**src/rtl/banner_scroll_ctrl_if.sv**
```systemverilog
// Command bus into the banner scroll sequencer: valid/ready handshake plus
// the op/dir/count payload offered by the board control logic.
interface banner_scroll_ctrl_if #(
  parameter int unsigned CNT_W = 8
) ();
  logic             cmd_valid;
  logic             cmd_ready;
  logic [1:0]       cmd_op;
  logic             cmd_dir;
  logic [CNT_W-1:0] cmd_count;

  modport master (
    output cmd_valid,
    output cmd_op,
    output cmd_dir,
    output cmd_count,
    input  cmd_ready
  );

  modport slave (
    input  cmd_valid,
    input  cmd_op,
    input  cmd_dir,
    input  cmd_count,
    output cmd_ready
  );
endinterface

```
**src/rtl/banner_scroll_ctrl.sv**
```systemverilog
// Command-driven scroll sequencer for the rotating LED banner (MOVE/PAUSE/HOME/RUN).
// Define BANNER_CMD_FIFO_EN to place a 4-entry command FIFO ahead of the sequencer.
module banner_scroll_ctrl #(
  parameter int unsigned W        = 10,
  parameter int unsigned TICK_DIV = 15_000_000,
  parameter int unsigned CNT_W    = 8,
  localparam int unsigned PW      = (W > 1) ? $clog2(W) : 1
) (
  input  logic                 clk,
  input  logic                 rst,
  banner_scroll_ctrl_if.slave  cmd,
  input  logic                 abort,
  output logic                 step,
  output logic                 step_dir,
  output logic [PW-1:0]        pos,
  output logic                 busy,
  output logic                 done
);

  localparam int unsigned PSW = (TICK_DIV > 1) ? $clog2(TICK_DIV) : 1;
  localparam int unsigned RW  = (CNT_W > PW) ? CNT_W : PW;

  localparam logic [1:0] OpMove  = 2'd0;
  localparam logic [1:0] OpPause = 2'd1;
  localparam logic [1:0] OpHome  = 2'd2;

  localparam logic [1:0] StIdle       = 2'd0;
  localparam logic [1:0] StRunSteps   = 2'd1;
  localparam logic [1:0] StPauseTicks = 2'd2;
  localparam logic [1:0] StFreeRun    = 2'd3;

  localparam logic [PW-1:0]  PosMax  = PW'(W - 1);
  localparam logic [PW-1:0]  PosHalf = PW'(W / 2);
  localparam logic [PSW-1:0] PscLast = PSW'(TICK_DIV - 1);

  logic [1:0]     state_q, state_d;
  logic [PSW-1:0] psc_q, psc_d;
  logic [RW-1:0]  rem_q, rem_d;
  logic           dir_q, dir_d;
  logic [PW-1:0]  pos_q, pos_d, pos_next;
  logic           step_q, step_d;
  logic           step_dir_q, step_dir_d;
  logic           busy_q, busy_d;
  logic           done_q, done_d;
  logic           tick;
  logic           fin;

  // Command presented to the sequencer and the strobe that loads it.
  logic             ld;
  logic [1:0]       ld_op;
  logic             ld_dir;
  logic [CNT_W-1:0] ld_count;

`ifdef BANNER_CMD_FIFO_EN
  localparam int unsigned FifoDepth = 4;

  typedef struct packed {
    logic [1:0]       op;
    logic             dir;
    logic [CNT_W-1:0] count;
  } cmd_t;

  cmd_t       fifo_q [FifoDepth];
  logic [1:0] wr_ptr_q, rd_ptr_q;
  logic [2:0] cnt_q;
  logic       push, pop, full, empty, flush;

  assign full          = (cnt_q == 3'd4);
  assign empty         = (cnt_q == 3'd0);
  assign cmd.cmd_ready = !full;
  assign push          = cmd.cmd_valid & !full;
  assign ld            = !busy_q & !empty;
  assign pop           = ld;
  assign flush         = abort & busy_q;
  assign ld_op         = fifo_q[rd_ptr_q].op;
  assign ld_dir        = fifo_q[rd_ptr_q].dir;
  assign ld_count      = fifo_q[rd_ptr_q].count;

  always_ff @(posedge clk) begin
    if (push) begin
      fifo_q[wr_ptr_q] <= '{op: cmd.cmd_op, dir: cmd.cmd_dir, count: cmd.cmd_count};
    end
  end

  always_ff @(posedge clk or posedge rst) begin
    if (rst) begin
      wr_ptr_q <= 2'd0;
      rd_ptr_q <= 2'd0;
      cnt_q    <= 3'd0;
    end else begin
      if (push) begin
        wr_ptr_q <= wr_ptr_q + 2'd1;
      end
      // Flush only happens while busy, so it never races a pop; a same-cycle push survives.
      if (flush) begin
        rd_ptr_q <= wr_ptr_q;
        cnt_q    <= {2'b00, push};
      end else begin
        if (pop) begin
          rd_ptr_q <= rd_ptr_q + 2'd1;
        end
        cnt_q <= cnt_q + {2'b00, push} - {2'b00, pop};
      end
    end
  end
`else
  assign cmd.cmd_ready = !busy_q;
  assign ld            = cmd.cmd_valid & !busy_q;
  assign ld_op         = cmd.cmd_op;
  assign ld_dir        = cmd.cmd_dir;
  assign ld_count      = cmd.cmd_count;
`endif

  assign tick = (psc_q == PscLast);

  always_comb begin
    if (dir_q) begin
      pos_next = (pos_q == PosMax) ? '0 : pos_q + PW'(1);
    end else begin
      pos_next = (pos_q == '0) ? PosMax : pos_q - PW'(1);
    end
  end

  always_comb begin
    state_d    = state_q;
    psc_d      = tick ? '0 : psc_q + PSW'(1);
    rem_d      = rem_q;
    dir_d      = dir_q;
    pos_d      = pos_q;
    step_d     = 1'b0;
    step_dir_d = step_dir_q;
    busy_d     = busy_q;
    done_d     = 1'b0;
    fin        = 1'b0;

    unique case (state_q)
      StIdle: begin
        psc_d = '0;
        if (ld) begin
          busy_d = 1'b1;
          dir_d  = ld_dir;
          rem_d  = RW'(ld_count);
          unique case (ld_op)
            OpMove:  state_d = StRunSteps;
            OpPause: state_d = StPauseTicks;
            OpHome: begin
              // Shortest way back to 0; a tie at W/2 goes right.
              state_d = StRunSteps;
              dir_d   = (pos_q > PosHalf);
              rem_d   = (pos_q > PosHalf) ? RW'(W - pos_q) : RW'(pos_q);
            end
            default: state_d = StFreeRun;
          endcase
        end
      end

      StRunSteps: begin
        if (rem_q == '0) begin
          fin = 1'b1;
        end else if (tick) begin
          step_d     = 1'b1;
          step_dir_d = dir_q;
          pos_d      = pos_next;
          rem_d      = abort ? '0 : rem_q - RW'(1);
        end else if (abort) begin
          fin = 1'b1;
        end
      end

      StPauseTicks: begin
        if ((rem_q == '0) || abort) begin
          fin = 1'b1;
        end else if (tick) begin
          rem_d = rem_q - RW'(1);
        end
      end

      StFreeRun: begin
        if (tick) begin
          step_d     = 1'b1;
          step_dir_d = dir_q;
          pos_d      = pos_next;
          // A step landing on the abort cycle completes; done follows one cycle later.
          if (abort) begin
            state_d = StRunSteps;
            rem_d   = '0;
          end
        end else if (abort) begin
          fin = 1'b1;
        end
      end

      default: state_d = StIdle;
    endcase

    if (fin) begin
      state_d = StIdle;
      busy_d  = 1'b0;
      done_d  = 1'b1;
      psc_d   = '0;
    end
  end

  always_ff @(posedge clk or posedge rst) begin
    if (rst) begin
      state_q    <= StIdle;
      psc_q      <= '0;
      rem_q      <= '0;
      dir_q      <= 1'b0;
      pos_q      <= '0;
      step_q     <= 1'b0;
      step_dir_q <= 1'b0;
      busy_q     <= 1'b0;
      done_q     <= 1'b0;
    end else begin
      state_q    <= state_d;
      psc_q      <= psc_d;
      rem_q      <= rem_d;
      dir_q      <= dir_d;
      pos_q      <= pos_d;
      step_q     <= step_d;
      step_dir_q <= step_dir_d;
      busy_q     <= busy_d;
      done_q     <= done_d;
    end
  end

  assign step     = step_q;
  assign step_dir = step_dir_q;
  assign pos      = pos_q;
  assign busy     = busy_q;
  assign done     = done_q;

endmodule

```
**src/flat_wrapper.sv**
```systemverilog
// flat-port wrapper written by rule: the top's interface ports become plain ports
module banner_scroll_ctrl_flat 
#(
  parameter int unsigned W        = 10,
  parameter int unsigned TICK_DIV = 15_000_000,
  parameter int unsigned CNT_W    = 8,
  localparam int unsigned PW      = (W > 1) ? $clog2(W) : 1
)
  (clk, rst, abort, step, step_dir, pos, busy, done, cmd_cmd_valid, cmd_cmd_op, cmd_cmd_dir, cmd_cmd_count, cmd_cmd_ready);
  banner_scroll_ctrl_if #(.CNT_W(CNT_W)) cmd_i ();
  input  logic clk;
  input  logic rst;
  input  logic abort;
  output logic step;
  output logic step_dir;
  output logic [PW-1:0] pos;
  output logic busy;
  output logic done;
  input wire logic [$bits(cmd_i.cmd_valid)-1:0] cmd_cmd_valid;
  input wire logic [$bits(cmd_i.cmd_op)-1:0] cmd_cmd_op;
  input wire logic [$bits(cmd_i.cmd_dir)-1:0] cmd_cmd_dir;
  input wire logic [$bits(cmd_i.cmd_count)-1:0] cmd_cmd_count;
  output wire logic [$bits(cmd_i.cmd_ready)-1:0] cmd_cmd_ready;
  assign cmd_i.cmd_valid = cmd_cmd_valid;
  assign cmd_i.cmd_op = cmd_cmd_op;
  assign cmd_i.cmd_dir = cmd_cmd_dir;
  assign cmd_i.cmd_count = cmd_cmd_count;
  assign cmd_cmd_ready = cmd_i.cmd_ready;
  banner_scroll_ctrl #(.W(W), .TICK_DIV(TICK_DIV), .CNT_W(CNT_W)) u_core (.clk(clk), .rst(rst), .cmd(cmd_i), .abort(abort), .step(step), .step_dir(step_dir), .pos(pos), .busy(busy), .done(done));
endmodule
```
**config.mk**
```make
export PLATFORM = sky130hd
export DESIGN_NAME = banner_scroll_ctrl_flat
export DESIGN_NICKNAME = d
export VERILOG_FILES = /design/src/rtl/banner_scroll_ctrl_if.sv /design/src/rtl/banner_scroll_ctrl.sv /design/src/flat_wrapper.sv
export SDC_FILE = /design/constraint.sdc
export NUM_CORES = 1
export LEC_CHECK = 0
export ABC_AREA = 1
export CAP_MARGIN = 40
export CORE_AREA = 2 2 88 65
export CTS_CLUSTER_SIZE = 30
export DETAILED_ROUTE_END_ITERATION = 6
export DIE_AREA = 0 0 90 67
export PLACE_DENSITY = 0.81
export SLEW_MARGIN = 20
export SYNTH_ARGS = -nofsm -noshare
export SYNTH_HDL_FRONTEND = slang
export SYNTH_SLANG_ARGS = --single-unit
```
**constraint.sdc**
```tcl
create_clock -name clk -period 2.85 [get_ports clk]
set_clock_uncertainty 0.2 [all_clocks]
set_input_delay 0.57 -clock clk [delete_from_list [all_inputs] [get_ports clk]]
set_output_delay 0.57 -clock clk [all_outputs]
set_load 0.01 [all_outputs]
```
After elaboration in Yosys (flattened, before gate mapping):

Cells that the tools add are included.

* word-level logic and storage cells: 91
* flip-flop bits (word level): 43
* bits of input ports: 15
* output and inout port bits: 9

* reductions and logical operators: 16
* bitwise gates (word level): 1
* mux-type cells: 42
* $add $sub $neg: 5
* equality and inequality tests: 17
* order comparisons: 1

Operators by type and width (count)
* two-way mux 8 bit: 10
* two-way mux 24 bit: 3
* case mux 8 bit (4 select lines): 1
* adder 24 x 1 -> 24 bit, second input constant: 1
* equality test 24 bit, second input constant: 1
* two-way mux 4 bit: 5
* two-way mux 1 bit: 13
* zero test 8 bit: 1
* two-way mux 2 bit: 4
* inequality test 2 x 1 -> 1 bit, second input constant: 4
* case mux 2 bit (2 select lines): 2
* case mux 4 bit (2 select lines): 1
* subtractor 8 x 1 -> 8 bit, second input constant: 1
* AND reduction 7 bit: 1
* equality test 2 bit, second input constant: 3
* inequality test 2 bit, second input constant: 3
* inequality test 3 x 1 -> 1 bit, second input constant: 2
* AND reduction 2 bit: 3
* nonzero test 2 bit: 3
* subtractor 4 x 4 -> 5 bit, first input constant: 1
* adder 4 x 1 -> 4 bit, second input constant: 1
* equality test 2 x 1 -> 1 bit, second input constant: 2
* equality test 4 bit, second input constant: 1
* greater-than comparator 4 x 3 -> 1 bit, second input constant: 1
* other kinds (12): 14

Logic depth before layout (Yosys ltp):

* depth in word-level cells: 6
* mapped depth: 12
* mapped depth without buffers: 12

Least setup slack after synthesis:

Ideal clock, no wire load.

* path kind: reg-to-reg
* from: register u_core.psc_q[0]
* to: register u_core.rem_q[1]
* period minus slack after synthesis: 1826 ps
* library setup time: 116 ps
* arrival: 1509 ps
* cell stages (with the launch flop): 12
* slack: 1024 ps
* data required time: 2534 ps
* path buffers: 1
* path through: dfrtp_1 > ha_1 > nand3_4 > nor2_2 > nand3_2 > buf_6 > nand2_4 > nand2_4 > inv_2 > nand2_4 > nand2_1 > nand2_1

* word-level cells in the longest chain between the ends: 3
* elaborated cells on any way between the ends: 5
* those cells by class: 4 x eq/ne; 1 x reduce/logical

Ends and longest elaborated chain
* from (decl): line banner_scroll_ctrl.sv:37 `logic [PSW-1:0] psc_q, psc_d;`
* from (signal assigned): line banner_scroll_ctrl.sv:217 `psc_q <= psc_d;`
* equality test 24 bit (*): line banner_scroll_ctrl.sv:114 `assign tick = (psc_q == PscLast);`
* inequality test 2 x 1 -> 1 bit (no source line)
* AND reduction 7 bit (no source line) (*)
* to (signal assigned): line banner_scroll_ctrl.sv:218 `rem_q <= rem_d;`
* to (decl): line banner_scroll_ctrl.sv:38 `logic [RW-1:0] rem_q, rem_d;`

Every way passes the cells marked *; elsewhere a longest branch is shown, timed or not.
A chain may end at the register's enable or synchronous reset.

Worst setup path in the final report:

* from: register u_core.psc_q[0]
* to: register u_core.psc_q[14]

* word-level cells in the longest chain between the ends: 5
* elaborated cells on any way between the ends: 8
* those cells by class: 1 x add/sub; 1 x eq/ne; 6 x mux

Ends and longest elaborated chain
* parallel branches: the longest is 4 deep, another holds adder 24 x 1 -> 24 bit
* two-way mux 24 bit (*): line banner_scroll_ctrl.sv:196 `if (fin) begin`
* named net u_core.psc_d[14]: line banner_scroll_ctrl.sv:37

Mark *: on every way through the listed nets, which the timed path passes.

==> run summary <==
The flow ran to the end, and the final reports show no timing, DRC or antenna violations. The worst setup path is captured at a register. The xor/xnor share of the synthesized area came out at 3.46%. In the routed layout, each cell is associated on average with a via count of 5.48. The floorplan has 22 rows.

After clock tree synthesis, the flow added hold-fix buffers numbering 0. After synthesis, the largest family of logic cells by area is simple AND/OR/NAND/NOR gates. The cell total after placement was 531; the aggregate global-route resource usage was 26.6%.

Counting along the longest clock path gives a buffer depth of 2. The final weighted congestion in routability-driven placement is 0.994. The count of cells in the finished layout, fillers not included, comes to 537. The pin slew with the least headroom to its limit works out to 0.493 ns. The total number of nets in the final design was 492.

The tightest hold path in the finished design has a slack of 0.273 ns. For this run, design rule violations remaining after detail routing come to 0. The synthesized netlist devotes 4.53% of its cell area to adder and majority cells.

The share of power burned in combinational logic is 51.7%. The area enclosed by the die boundary is 0.00603 mm2. The tools report the endpoint arrival time on the critical path as 2.29 ns.

Of all flip-flops after synthesis, the portion carrying an async set or reset was 100%. Fill cell total of the finished layout: 457. Net switching is 46.3% of the power. The net switching component of the power came out at 1.09 mW. Counting every instance in the synthesized netlist gives 438. Sequential elements use 35.4% of the synthesized area.

The wire-length estimate of the detail-placed layout is 5860 um. The maximum VDD drop was 448 uV. The number of ports placed on the die boundary was 24; the number of buffers created by CTS was 5.

The time the worst path needs with I/O delays and setup is 2.29 ns, and the antenna violation net count after detailed routing is 0. The signed area change from the synthesized netlist to the final layout was 14.0%; the number of max-capacitance violations reported was 0. The synthesized area divided by synthesized cell count was 6.94 um2; the flip-flop and latch count after synthesis was 43. The worst setup timing slack at the placement stage came out at 0.534 ns. For this block, the routed nets add up to 7480 um of wire. Required time reported for the critical path endpoint: 2.85 ns. Among all flip-flop cells after synthesis, the most frequent one is dfrtp_1. The tools report the library cell used as clock root buffer as clkbuf_8. The area of the multi-input gates is 0.00172 mm2, and the count of yosys warnings during synthesis is 0. Setup violations remaining at the end of the flow were counted as 0. For the starting density of the core, the log shows 59.3%. Counting every net in the synthesized netlist gives 464. TritonCTS built the clock tree. Once the clock tree was built, the setup fixing pass inserted 0 buffers. During placement, the flow inserted port buffers numbering 23. The H-tree was split into 2 levels. The clock drives 43 sinks. Multiplexer share of the synthesized area: 0%. The clock latency on the worst-skew pair was 0.30 ns; the total vias in the final route was 2,944. The run gives 0 ns as the setup TNS after final layout. The remaining global-route overflow was 0; the global-route wire length before repair was 12,500 um. The worst setup path is launched from a register.

After clock tree synthesis, the clock-pin slew on the worst setup and hold paths is 0.08 ns. Kind of critical path: reg2reg. The number of pins with negative max-slew slack in the final report is 0.

The initial antenna violation count is 0. Based on the critical path, the design can be clocked at up to 437 MHz. The part of the cycle the worst path needs was 80.2%. In this run the horizontal extent of the chip is 90 um. The worst hold path belongs to the class reg2reg. For this block, the initial DRC count from the detailed router was 324.

The via count of the first global-routing pass was 2,661; the setup slack after layout was 0.563 ns. The core area was 0.00512 mm2; the register cell area after layout was 0.00108 mm2. The clock network power share is 15.5%. The run gives 0 as the number of hold-slack violations in the final timing report. The number of enable-type register cells in the synthesized netlist is 0. After synthesis the cells add up to 0.00304 mm2.

The wire length per cell is 13.9 um. Measured against its own limit, the worst slew margin works out to 67.0%. The internal portion of the total power is 1.27 mW. Summing the areas of all and, or, nand and nor instances in the mapped netlist gives 40.1% of the synthesized area. Summed over all cells, the static leakage comes to 1.59 nW. Registers are responsible for 32.8% of the overall power. The post-route netlist has 7.74% of its cells at a drive strength greater than 1. The floorplan step set the die height to 67 um. The synthesized netlist devotes 8.65% of its cell area to compound gates. The synthesized netlist contains 35 unique library cells. Along the worst path, the maximum fanout reaches 12. For this design the ratio of total power to cell area is 681 mW/mm2.

The first TritonRoute pass finished after 5 iterations. Entering global routing, the biggest net connects 23 pins. The number of antenna diodes in the final layout is 0. Setup repair after global routing left no endpoint under its margin.

The number of gates resized after CTS was 0.
==> path summary, 6_finish.rpt <==
path                       cells past startpoint  slack, ns                   startpoint                     endpoint
max reg2reg                                    7       0.56    u_core.psc_q[0]$_DFF_PP0_   u_core.psc_q[14]$_DFF_PP0_
min                                            2       0.27  u_core.rem_q[4]$_DFFE_PP0P_  u_core.rem_q[4]$_DFFE_PP0P_
max in group asynchronous                      3       1.78                          rst   u_core.psc_q[19]$_DFF_PP0_
min reg2reg                                    2       0.27  u_core.rem_q[4]$_DFFE_PP0P_  u_core.rem_q[4]$_DFFE_PP0P_
max                                            7       0.56    u_core.psc_q[0]$_DFF_PP0_   u_core.psc_q[14]$_DFF_PP0_
min in group asynchronous                      2       0.29                          rst     u_core.dir_q$_DFFE_PP0P_
==> state kept, by name, summed over array words and instances (netlist names) <==
name	flops
u_core.psc_q	24
u_core.step	1
u_core.pos	4
u_core.rem_q	8
u_core.busy	1
u_core.state_q	2
u_core.done	1
u_core.step_dir	1
u_core.dir_q	1
==> power by group through the flow <==
stage / Clock [mW] / Sequential (mW) / Combinational (mW)
2_1_floorplan: 0 / 0.774 / 0.891
3_3_place_gp: 0 / 0.782 / 1.16
3_5_place_dp: 0 / 0.784 / 1.20
4_1_cts: 0.374 / 0.773 / 1.21
5_1_grt: 0.398 / 0.787 / 1.38
6_report: 0.365 / 0.774 / 1.22
==> synthesized netlist by cell type (3+ instances only) <==
library cell	instances	area share, %
a21oi_1	8	1.3
clkbuf_1	3	0.37
dfrtp_1	43	35
ha_1	11	4.5
inv_1	52	6.4
inv_2	4	0.49
nand2_1	128	16
nand2_2	5	1.0
nand2_4	4	1.5
nand3_1	28	4.6
nand4_1	10	2.1
nor2_1	56	6.9
nor2_2	4	0.82
nor3_1	17	2.8
o21ai_0	27	4.4
o31ai_1	4	0.99
xor2_1	10	2.9
==> through the flow <==
step                total power, mW  utilization, %  instance area, um2
detailed placement             1.98            66.1                3390
global route                   2.56            67.6                3460
global placement               1.95            65.6                3360
finish                         2.36            67.6                3460
floorplan                      1.67               -                3040
CTS                            2.35            67.6                3460
==> layer usage <==
layer	track usage, %	vias to the layer above	wire length, um
met5	0	-	0
met2	35.7	130	2860
met3	7.24	10	684
met1	40.9	1347	3810
li1	-	1457	-
met4	7.88	0	119
==> area by class of cell <==
type / count / share of cell area [%]
multi-input cells: 334 / 49.8
flip-flops and latches: 43 / 31.1
repair buffers: 26 / 8.24
inverters: 56 / 6.07
well taps: 72 / 2.60
clock buffers: 5 / 1.99
clock inverters: 1 / 0.217
==> critical path: stages (launching register included) <==
cell	delay [ns]
dfrtp_1	0.43
ha_1	0.26
nand3_4	0.14
nor2_2	0.14
nand3_2	0.31
a21oi_4	0.37
nand2_4	0.14
nor3_1	0.20
==> cell families after synthesis <==
family,count (synthesis)
AND/OR/NAND/NOR,265
buffers and inverters,61
flip-flops,43
AO/OA/AOI/OAI,46
adder cells (fa/ha/maj),11
XOR/XNOR,12
==> layout by cell type, fill, tap and decap left out, types with 4 or more instances in the layout <==
cell type / count
xor2_1: 10
nand2_1: 128
nand4_1: 10
nor2_2: 4
a21oi_1: 8
o21ai_0: 27
clkdlybuf4s50_1: 23
ha_1: 11
nand2_4: 4
nor2_1: 56
nand3_1: 28
dfrtp_1: 43
inv_2: 4
inv_1: 51
nand2_2: 5
o31ai_1: 4
clkbuf_8: 5
nor3_1: 17
No activity file was read; power rests on OpenSTA's default activity.
